### config.mk
export PLATFORM = sky130hd
export DESIGN_NAME = reorder_buffer
export DESIGN_NICKNAME = d
export VERILOG_FILES = /design/src/rtl/rob_defs.sv /design/src/rtl/rob_ptr_ctrl.sv /design/src/rtl/reorder_buffer.sv
export SDC_FILE = /design/constraint.sdc
export NUM_CORES = 2
export LEC_CHECK = 0
export BUFFER_PORTS_ARGS = -buffer_cell sky130_fd_sc_hd__clkbuf_2
export CORE_MARGIN = 5
export CORE_UTILIZATION = 40
export DETAILED_ROUTE_END_ITERATION = 7
export GPL_ROUTABILITY_DRIVEN = 0
export PLACE_DENSITY = 0.55
export RECOVER_POWER = 100
export SYNTH_ARGS = -nofsm -noshare
export SYNTH_HDL_FRONTEND = slang
export SYNTH_SLANG_ARGS = --single-unit
### constraint.sdc
create_clock -name clockIn -period 11.6 [get_ports clockIn]
set_input_delay 0.58 -clock clockIn [delete_from_list [all_inputs] [get_ports clockIn]]
set_output_delay 0.58 -clock clockIn [all_outputs]
set_load 0.03 [all_outputs]
### src/rtl/rob_defs.sv
// Shared definitions for the reorder buffer: entry type encodings, field widths and default depth.
package rob_defs;

    localparam int ROB_WIDTH_DEF = 4;
    localparam int DEST_W        = 5;
    localparam int DATA_W        = 32;

    typedef enum logic [1:0] {
        ROB_TYPE_REG    = 2'd0,
        ROB_TYPE_BRANCH = 2'd1,
        ROB_TYPE_STORE  = 2'd2,
        ROB_TYPE_RSVD   = 2'd3
    } rob_type_t;

endpackage

### src/rtl/rob_ptr_ctrl.sv
// Head/tail/occupancy tracking for the reorder buffer; pointers wrap modulo depth,
// and a flush returns everything to the empty state.
module rob_ptr_ctrl #(
    parameter int ROB_WIDTH = 4
) (
    input  logic                 clockIn,
    input  logic                 resetIn,
    input  logic                 i_issue,
    input  logic                 i_commit,
    input  logic                 i_flush,
    output logic [ROB_WIDTH-1:0] o_head,
    output logic [ROB_WIDTH-1:0] o_tail,
    output logic                 o_full
);

    localparam logic [ROB_WIDTH:0] DEPTH = {1'b1, {ROB_WIDTH{1'b0}}};

    logic [ROB_WIDTH-1:0] r_head;
    logic [ROB_WIDTH-1:0] r_tail;
    logic [ROB_WIDTH:0]   r_count;

    always_ff @(posedge clockIn or negedge resetIn) begin
        if (!resetIn) begin
            r_head  <= '0;
            r_tail  <= '0;
            r_count <= '0;
        end else if (i_flush) begin
            r_head  <= '0;
            r_tail  <= '0;
            r_count <= '0;
        end else begin
            if (i_issue)  r_tail <= r_tail + 1'b1;
            if (i_commit) r_head <= r_head + 1'b1;
            case ({i_issue, i_commit})
                2'b10:   r_count <= r_count + 1'b1;
                2'b01:   r_count <= r_count - 1'b1;
                default: r_count <= r_count;
            endcase
        end
    end

    assign o_head = r_head;
    assign o_tail = r_tail;
    assign o_full = (r_count == DEPTH);

endmodule

### src/rtl/reorder_buffer.sv
// In-order reorder buffer: allocates at issue, captures CDB results, retires one entry per cycle.
// Define ROB_BYPASS_EN to let the operand query see the live CDB in the same cycle.
module reorder_buffer
    import rob_defs::*;
#(
    parameter int ROB_WIDTH = ROB_WIDTH_DEF
) (
    input  logic                 clockIn,
    input  logic                 resetIn,
    input  logic                 robAddValid,
    input  logic [1:0]           robAddType,
    input  logic [DEST_W-1:0]    robAddDest,
    output logic [ROB_WIDTH-1:0] robAddId,
    output logic                 robFull,
    input  logic                 cdbValid,
    input  logic [ROB_WIDTH-1:0] cdbRobId,
    input  logic [DATA_W-1:0]    cdbValue,
    input  logic                 cdbMispredict,
    input  logic [DATA_W-1:0]    cdbTarget,
    output logic                 regUpdateValid,
    output logic [DEST_W-1:0]    regUpdateDest,
    output logic [DATA_W-1:0]    regUpdateValue,
    output logic [ROB_WIDTH-1:0] regUpdateRobId,
    input  logic [ROB_WIDTH-1:0] robRs1Dep,
    output logic                 robRs1Ready,
    output logic [DATA_W-1:0]    robRs1Value,
    input  logic [ROB_WIDTH-1:0] robRs2Dep,
    output logic                 robRs2Ready,
    output logic [DATA_W-1:0]    robRs2Value,
    output logic                 storeCommit,
    output logic [ROB_WIDTH-1:0] storeRobId,
    output logic                 flushOut,
    output logic [DATA_W-1:0]    flushPc
);

    localparam int DEPTH = 2 ** ROB_WIDTH;

    logic [DEPTH-1:0]  r_busy;
    logic [DEPTH-1:0]  r_ready;
    logic [DEPTH-1:0]  r_misp;
    logic [1:0]        r_type   [DEPTH];
    logic [DEST_W-1:0] r_dest   [DEPTH];
    logic [DATA_W-1:0] r_value  [DEPTH];
    logic [DATA_W-1:0] r_target [DEPTH];

    logic [ROB_WIDTH-1:0] w_head;
    logic [ROB_WIDTH-1:0] w_tail;
    logic                 w_full;
    logic                 w_commit;
    logic                 w_flush;
    logic                 w_issue;
    logic                 w_cdb;
    logic [1:0]           w_head_type;

    assign w_head_type = r_type[w_head];
    assign w_commit    = r_busy[w_head] && r_ready[w_head];
    assign w_flush     = w_commit && (w_head_type == ROB_TYPE_BRANCH) && r_misp[w_head];
    assign w_issue     = robAddValid && !w_full && !w_flush;
    // A result aimed at the entry retiring this cycle must not resurrect its ready bit.
    assign w_cdb       = cdbValid && r_busy[cdbRobId] && !w_flush &&
                         !(w_commit && (cdbRobId == w_head));

    rob_ptr_ctrl #(.ROB_WIDTH(ROB_WIDTH)) u_ptr (
        .clockIn  (clockIn),
        .resetIn  (resetIn),
        .i_issue  (w_issue),
        .i_commit (w_commit),
        .i_flush  (w_flush),
        .o_head   (w_head),
        .o_tail   (w_tail),
        .o_full   (w_full)
    );

    assign robAddId = w_tail;
    assign robFull  = w_full;

    always_ff @(posedge clockIn or negedge resetIn) begin
        if (!resetIn) begin
            r_busy  <= '0;
            r_ready <= '0;
            r_misp  <= '0;
            for (int i = 0; i < DEPTH; i++) begin
                r_type[i]   <= '0;
                r_dest[i]   <= '0;
                r_value[i]  <= '0;
                r_target[i] <= '0;
            end
        end else if (w_flush) begin
            r_busy  <= '0;
            r_ready <= '0;
            r_misp  <= '0;
        end else begin
            if (w_commit) begin
                r_busy[w_head]  <= 1'b0;
                r_ready[w_head] <= 1'b0;
            end
            if (w_cdb) begin
                r_ready[cdbRobId]  <= 1'b1;
                r_value[cdbRobId]  <= cdbValue;
                r_misp[cdbRobId]   <= cdbMispredict;
                r_target[cdbRobId] <= cdbTarget;
            end
            if (w_issue) begin
                r_busy[w_tail]  <= 1'b1;
                r_ready[w_tail] <= 1'b0;
                r_misp[w_tail]  <= 1'b0;
                r_type[w_tail]  <= robAddType;
                r_dest[w_tail]  <= robAddDest;
            end
        end
    end

    always_ff @(posedge clockIn or negedge resetIn) begin
        if (!resetIn) begin
            regUpdateValid <= 1'b0;
            regUpdateDest  <= '0;
            regUpdateValue <= '0;
            regUpdateRobId <= '0;
            storeCommit    <= 1'b0;
            storeRobId     <= '0;
            flushOut       <= 1'b0;
            flushPc        <= '0;
        end else begin
            regUpdateValid <= 1'b0;
            storeCommit    <= 1'b0;
            flushOut       <= 1'b0;
            if (w_commit) begin
                case (w_head_type)
                    ROB_TYPE_STORE: begin
                        storeCommit <= 1'b1;
                        storeRobId  <= w_head;
                    end
                    ROB_TYPE_BRANCH: begin
                        if (r_misp[w_head]) begin
                            flushOut <= 1'b1;
                            flushPc  <= r_target[w_head];
                        end
                    end
                    default: begin
                        regUpdateValid <= 1'b1;
                        regUpdateDest  <= r_dest[w_head];
                        regUpdateValue <= r_value[w_head];
                        regUpdateRobId <= w_head;
                    end
                endcase
            end
        end
    end

    always_comb begin
        robRs1Ready = r_busy[robRs1Dep] && r_ready[robRs1Dep];
        robRs1Value = r_value[robRs1Dep];
        robRs2Ready = r_busy[robRs2Dep] && r_ready[robRs2Dep];
        robRs2Value = r_value[robRs2Dep];
`ifdef ROB_BYPASS_EN
        if (cdbValid && (cdbRobId == robRs1Dep)) begin
            robRs1Ready = 1'b1;
            robRs1Value = cdbValue;
        end
        if (cdbValid && (cdbRobId == robRs2Dep)) begin
            robRs2Ready = 1'b1;
            robRs2Value = cdbValue;
        end
`endif
    end

endmodule

After elaboration in Yosys (flattened, before gate mapping):

Cells that the tools add are included.

* word-level logic and storage cells: 224
* output and inout port bits: 151
* bits in registers: 1277

* order comparisons: 15
* add/subtract/negate cells: 4
* bitwise logic cells: 15
* equal/unequal tests: 6
* reduce and logical (&&, ||, !) cells: 28
* muxes and demuxes: 78

Operators with widths (count)
* $bwmux W512: 2
* $bmux W32 S4: 4
* $mux W32: 9
* $mux W16: 14
* $demux W32 S4: 1
* $bwmux W80: 1
* $and A16 B16 Y16: 4
* $bmux W1 S4: 8
* $bwmux W32: 1
* $not A16 Y16: 2
* $or A16 B16 Y16: 2
* $ge A5 B5 Y1 const B: 5
* $lt A4 B5 Y1 const B: 5
* $not A4 Y5: 5
* $bmux W5 S4: 1
* $demux W5 S4: 1
* $mux W5: 4
* $mux W1: 18
* $bwmux W16: 1
* $logic_and A1 B1 Y1: 16
* $mux W4: 4
* $demux W1 S4: 3
* $ge A4 B1 Y1 const B: 3
* $lt A5 B1 Y1 const B: 2
* other kinds (18): 30

Logic depth before layout (Yosys ltp):

* depth in word-level cells: 15
* gate-level depth with buffers: 23
* depth with buffers taken out: 16

Modules after synthesis:

Synthesis repeated with hierarchy kept, for this count alone.

* cell total of the unflattened synthesis: 4011
* area, all modules: 65120.0 µm²

By module, submodules not included
* reorder_buffer: seq. area each 31630.3 µm², area each 64334.2 µm², times used 1, cells an instance 3937
* rob_ptr_ctrl: seq. area each 325.3 µm², area each 785.8 µm², times used 1, cells an instance 74

Least setup slack after synthesis:

No wires, ideal clock.

* path type: register -> register
* start point: register u_ptr.r_head[0] (netlist: u_ptr.o_head[0])
* end point: register u_ptr.r_count[4]
* library setup time: 78 ps
* data required time: 11522 ps
* arrival: 5703 ps
* cell stages (with the launch flop): 23
* period minus slack after synthesis: 5781 ps
* path slack: 5819 ps
* buffers on the path: 7
* path through: dfrtp_1 > buf_4 > buf_2 > buf_1 > buf_2 > mux4_2 > mux4_2 > ha_1 > and4_1 > a22oi_4 > clkbuf_1 > clkbuf_1 > nand2_1 > ha_1 > clkbuf_1 > xor2_1 > ha_1 > o21a_1 > o22a_1 > a21oi_1 > xor2_1 > or3_1 > a21oi_1

* longest elaborated chain between the ends: 12
* elaborated cells between the ends (all ways): 21
* classes of those cells: eq/ne (3); mux (11); bitwise (1); reduce/logical (6)

Ends and longest elaborated chain
* start: declaration: line rob_ptr_ctrl.sv:18 `logic [ROB_WIDTH-1:0] r_head;`
* start signal: assignment: line rob_ptr_ctrl.sv:33 `if (i_commit) r_head <= r_head + 1'b1;`
* $not A4 Y5 (not written as such): line reorder_buffer.sv:55 `assign w_head_type = r_type[w_head];`
* $bmux W2 S4: line reorder_buffer.sv:55
* $mux W2 (not written as such) (2 in a row): line reorder_buffer.sv:55
* $eq A2 B1 Y1: line reorder_buffer.sv:57 `assign w_flush = w_commit && (w_head_type == ROB_TYPE_BRANCH) && r_misp[w_head];`
* $logic_and A1 B1 Y1 (2 in a row): line reorder_buffer.sv:57
* $logic_not A1 Y1: line reorder_buffer.sv:58 `assign w_issue = robAddValid && !w_full && !w_flush;`
* $logic_and A1 B1 Y1: line reorder_buffer.sv:58
* $eq A2 B1 Y1 or $eq A2 B2 Y1 (tied branches): line rob_ptr_ctrl.sv:34 `case ({i_issue, i_commit})`
* $pmux W5 S2: line rob_ptr_ctrl.sv:34
* $mux W5: line rob_ptr_ctrl.sv:27 `end else if (i_flush) begin`
* end signal: assignment: line rob_ptr_ctrl.sv:35 `2'b10: r_count <= r_count + 1'b1;`
* end signal: assignment: line rob_ptr_ctrl.sv:36 `2'b01: r_count <= r_count - 1'b1;`
* end signal: assignment: line rob_ptr_ctrl.sv:37 `default: r_count <= r_count;`
* end: declaration: line rob_ptr_ctrl.sv:20 `logic [ROB_WIDTH:0] r_count;`

Several ways; a longest one is shown, not always the timed one. The select of a mux whose other input is x is not followed.
A chain may end at the register's enable or synchronous reset.

Worst setup path after layout:

* start point: register u_ptr.r_head[1] (netlist: u_ptr.o_head[1])
* end point: register r_type[12] (netlist name)

* longest elaborated chain between the ends: 10
* elaborated cells between the ends (all ways): 18
* classes of those cells: eq/ne (1); mux (9); bitwise (2); reduce/logical (6)

Ends and longest elaborated chain
* $not A4 Y5 (not written as such): line reorder_buffer.sv:55
* $bmux W2 S4: line reorder_buffer.sv:55
* $mux W2 (not written as such) (2 in a row): line reorder_buffer.sv:55
* $eq A2 B1 Y1: line reorder_buffer.sv:57
* $logic_and A1 B1 Y1: line reorder_buffer.sv:57
* $logic_and A1 B1 Y1 (*): line reorder_buffer.sv:57
* $logic_not A1 Y1: line reorder_buffer.sv:58
* $logic_and A1 B1 Y1: line reorder_buffer.sv:58
* $reduce_and A2 Y1 (no line) (*)
* end signal: indexed assignment: line reorder_buffer.sv:107 `r_type[w_tail] <= robAddType;`
* end: declaration: line reorder_buffer.sv:41 `logic [1:0] r_type [DEPTH];`

Mark *: on every way between the ends. The rest lies on a longest branch, timed or not. The select of a mux whose other input is x is not followed.

==> results.yml <==
synth:
  synth_edf_count: 0
  post_synth_num_cell_types: 57
  synthCells: 4032
  synth.yosys.seq_area_share: 0.486
  synth.avg_cell_area_um2: 16.3
  dominant_synthesized_flop_cell: "dfrtp_1"
  ys_warn_count: 0
  syn-num-nets: 4134
  synth.cell_area_um2: 65700
  postSynth.asyncResetShare: 1.00
  postSynthRegisterBits: 1277
final_layout:
  finalCoreUtilization: 0.449
  post_route_cells_drive_above_1_share: 0.522
  nNetsFinal: 4192
  syn2layout_area_growth_pct: 11.5
  post_layout_nonfiller_instances: 6392
  most_common_cell_after_layout_fill_and_taps_aside: "dfrtp_1"
  mostFrequentLayoutCells: "1273 x dfrtp_1, 1088 x mux2_2, 692 x mux4_2"
  n_fill_cell: 14521
power_and_ir_drop:
  power.density_cell_area_nw_per_um2: 271
  power.leakage_nw: 30.6
  totalPowerFinal_mw: 19.9
  vdd_drop_max_uv: 196
floorplan:
  initial_utilization: 0.403
  chipWidth_um: 415
  fp.dieH_um: 415
  io-pin-count: 239
  rows: 148
  design.die.area_um2: 173000
  core_um2: 163000
sta:
  final.period_utilization: 0.760
  timing.max_slew.rel_slack: -1.92
  timing.setup.tns_ns: 0
  fin_ws_ns: 2.79
  grt_setup_unrepaired: "false"
  fmax_mhz: 113
  finalCriticalPeriod_ns: 8.81
  maxSlewViolCount: 458
  finalHoldViolations: 0
  fin_skew_ns: 0.0303
  worst_slew_pin_slew_ns: 4.37
  setup_viol: 0
worst_setup_path:
  critical_path_arrival_ns: 9.48
  cp_cell_sequence: "clkbuf_1 > inv_1 > mux4_2 > a22oi_1 > buf_4 > inv_4 > nor3_1 > mux2_2"
  critical_path_fanout_max: 59
  timing.critical_path.from_type: "register"
  endpoint_kind: "register"
  cpPeakStageDelay_ns: 2.87
  critPathKind: "register to register"
  critPathTopFamily: "buffers and inverters"
  cp_data_required_time_ns: 12.27
  timing.critical_path.slowest_stage_cell: "clkbuf_1"
  path_buf_inv: 4
run_status:
  status: "finished with violations"
  violations: "max-capacitance violations, max-slew violations"
route:
  via_per_inst: 5.95
  detail_route.drc_violations: 0
  firstDrtPassIters: 6
  routedWlPerCell_um: 29.0
  routed_wl_um: 186000
  postRouteAntennaNets: 0
  drt_first_iter_violations: 2528
  route.vias.total: 38004
min_path:
  type_of_the_tightest_min_delay_check: "input pin to register"
grt:
  use_met1: 0.293
  grt_pass1_wl_um: 281000
  grt_start_max_net_pins: 167
  globalRoute.busiestLayer: "met2"
  globalRouteMet3Util: 0.0353
  grt-ovfl-total: 0
  grt_pass1_vias: 40977
  grt_antenna_before_repair: 18
  gr-usage-all-layers: 0.216
  met2_usage: 0.357
placement:
  hpwl_um: 104000
  place_worst_setup_slack_ns: 5.15
  io_buffers: 238
  placed_cells_incl_taps: 6111
cts:
  tritoncts_clock_tree: "done"
  cts_buffers: 151
  clock_latency_ns: 0.79
  cts.path.max_buffers: 3
  cts.root.buffer_cell: "clkbuf_16"
  numClockSinks: 1277
  path_clk_slew_ns: 0.06
  htree_levels: 4
job:
  drv.max_cap_violation_count: 14
==> final timing paths <==
check	slack, ns	from	endpoint	depth (start not counted)
max	2.79	u_ptr.o_head[1]$_DFFE_PN0P_	r_type[12]$_DFFE_PN0P_	8
min	0.26	cdbTarget[14]	r_target[398]$_DFFE_PN0P_	2
max reg2reg	2.79	u_ptr.o_head[1]$_DFFE_PN0P_	r_type[12]$_DFFE_PN0P_	8
min reg2reg	0.47	flushPc[0]$_DFFE_PN0P_	flushPc[0]$_DFFE_PN0P_	2
max in group asynchronous	6.86	resetIn	r_target[1]$_DFFE_PN0P_	3
min in group asynchronous	0.41	resetIn	r_value[473]$_DFFE_PN0P_	2
==> worst reg2reg max path, delay by kind of cell (launching register included) <==
family / cells / cell delay (ns)
AND/OR/NAND/NOR: 1 / 1.33
buffers and inverters: 4 / 4.71
AO/OA/AOI/OAI: 1 / 0.28
multiplexers: 2 / 1.27
flip-flops: 1 / 1.11
==> area by class of cell <==
cell class | count | area (µm²) | share of cell area
Tap cell | 2175 | 2720 | 0.0371
Clock buffer | 228 | 4510 | 0.0616
Clock inverter | 45 | 579 | 0.00790
Sequential cell | 1277 | 32000 | 0.436
Timing Repair Buffer | 297 | 1590 | 0.0217
Multi-Input combinational cell | 2345 | 31800 | 0.434
Antenna cell | 7 | 17.5 | 0.000239
Inverter | 18 | 70.1 | 0.000956
==> cells in the mapped netlist (7+ instances only) <==
cell type	n	area share
o211ai_1	12	0.0014
xnor2_1	8	0.0011
buf_2	80	0.0061
nand2_1	155	0.0089
mux2i_1	26	0.0040
nor2_1	23	0.0013
mux2_2	1088	0.19
inv_1	17	0.00097
o21ai_0	23	0.0018
a21oi_1	22	0.0017
nand3_1	49	0.0037
nor3_4	11	0.0027
buf_1	67	0.0038
buf_6	21	0.0036
mux4_2	692	0.24
nor2b_1	7	0.00067
o211a_1	7	0.0011
and4_1	7	0.00093
nand4_1	9	0.00086
nand2b_1	14	0.0013
clkbuf_1	191	0.011
o21a_1	20	0.0023
mux2_1	94	0.016
dfrtp_1	1277	0.49
buf_4	33	0.0038
ha_1	14	0.0027
==> flip-flops by register name (all words and copies together) (netlist names), 16 cells and up <==
name / flops
r_target: 512
r_value: 512
r_dest: 80
flushPc: 32
r_type: 32
regUpdateValue: 32
r_busy: 16
r_misp: 16
r_ready: 16
==> metal layers <==
metal,up-vias,routed length (µm)
li1,15788,-
met1,20910,80400
met2,974,91000
met3,332,8090
met4,0,6190
met5,-,0
==> kinds of logic (layout without fill, tap and decap cells) <==
logic type               Yosys count  after routing  share of synthesized area
XOR/XNOR                          13             13                    0.00173
AO/OA/AOI/OAI                    110            110                     0.0121
flip-flops                      1277           1277                      0.486
multiplexers                    1900           1900                      0.444
buffers and inverters            410            588                     0.0292
adder cells (fa/ha/maj)           14             14                    0.00266
AND/OR/NAND/NOR                  308            308                     0.0247
other                              0              7                          0
==> repair_timing <==
item                                    4_1_cts  5_1_grt
setup buffers                                 0        0
endpoints found under the setup margin        0        0
hold endpoints to repair                    116        0
resized for setup                             0        0
hold buffers                                  1        0
==> stage by stage <==
step / hold slack (ns) / area [µm²]
floorplan: 0.284 / 65700
global placement: 0.455 / 68500
detailed placement: 0.458 / 68500
CTS: 0.187 / 73600
global route: 0.235 / 73300
finish: 0.259 / 73300
==> power breakdown <==
part           internal [mW]  total (mW)  switching, mW
Sequential              6.26        7.57           1.32
Combinational           4.17        7.44           3.28
Clock                   2.88        4.86           1.98
Note: power is estimated with default switching activity, not from simulation.
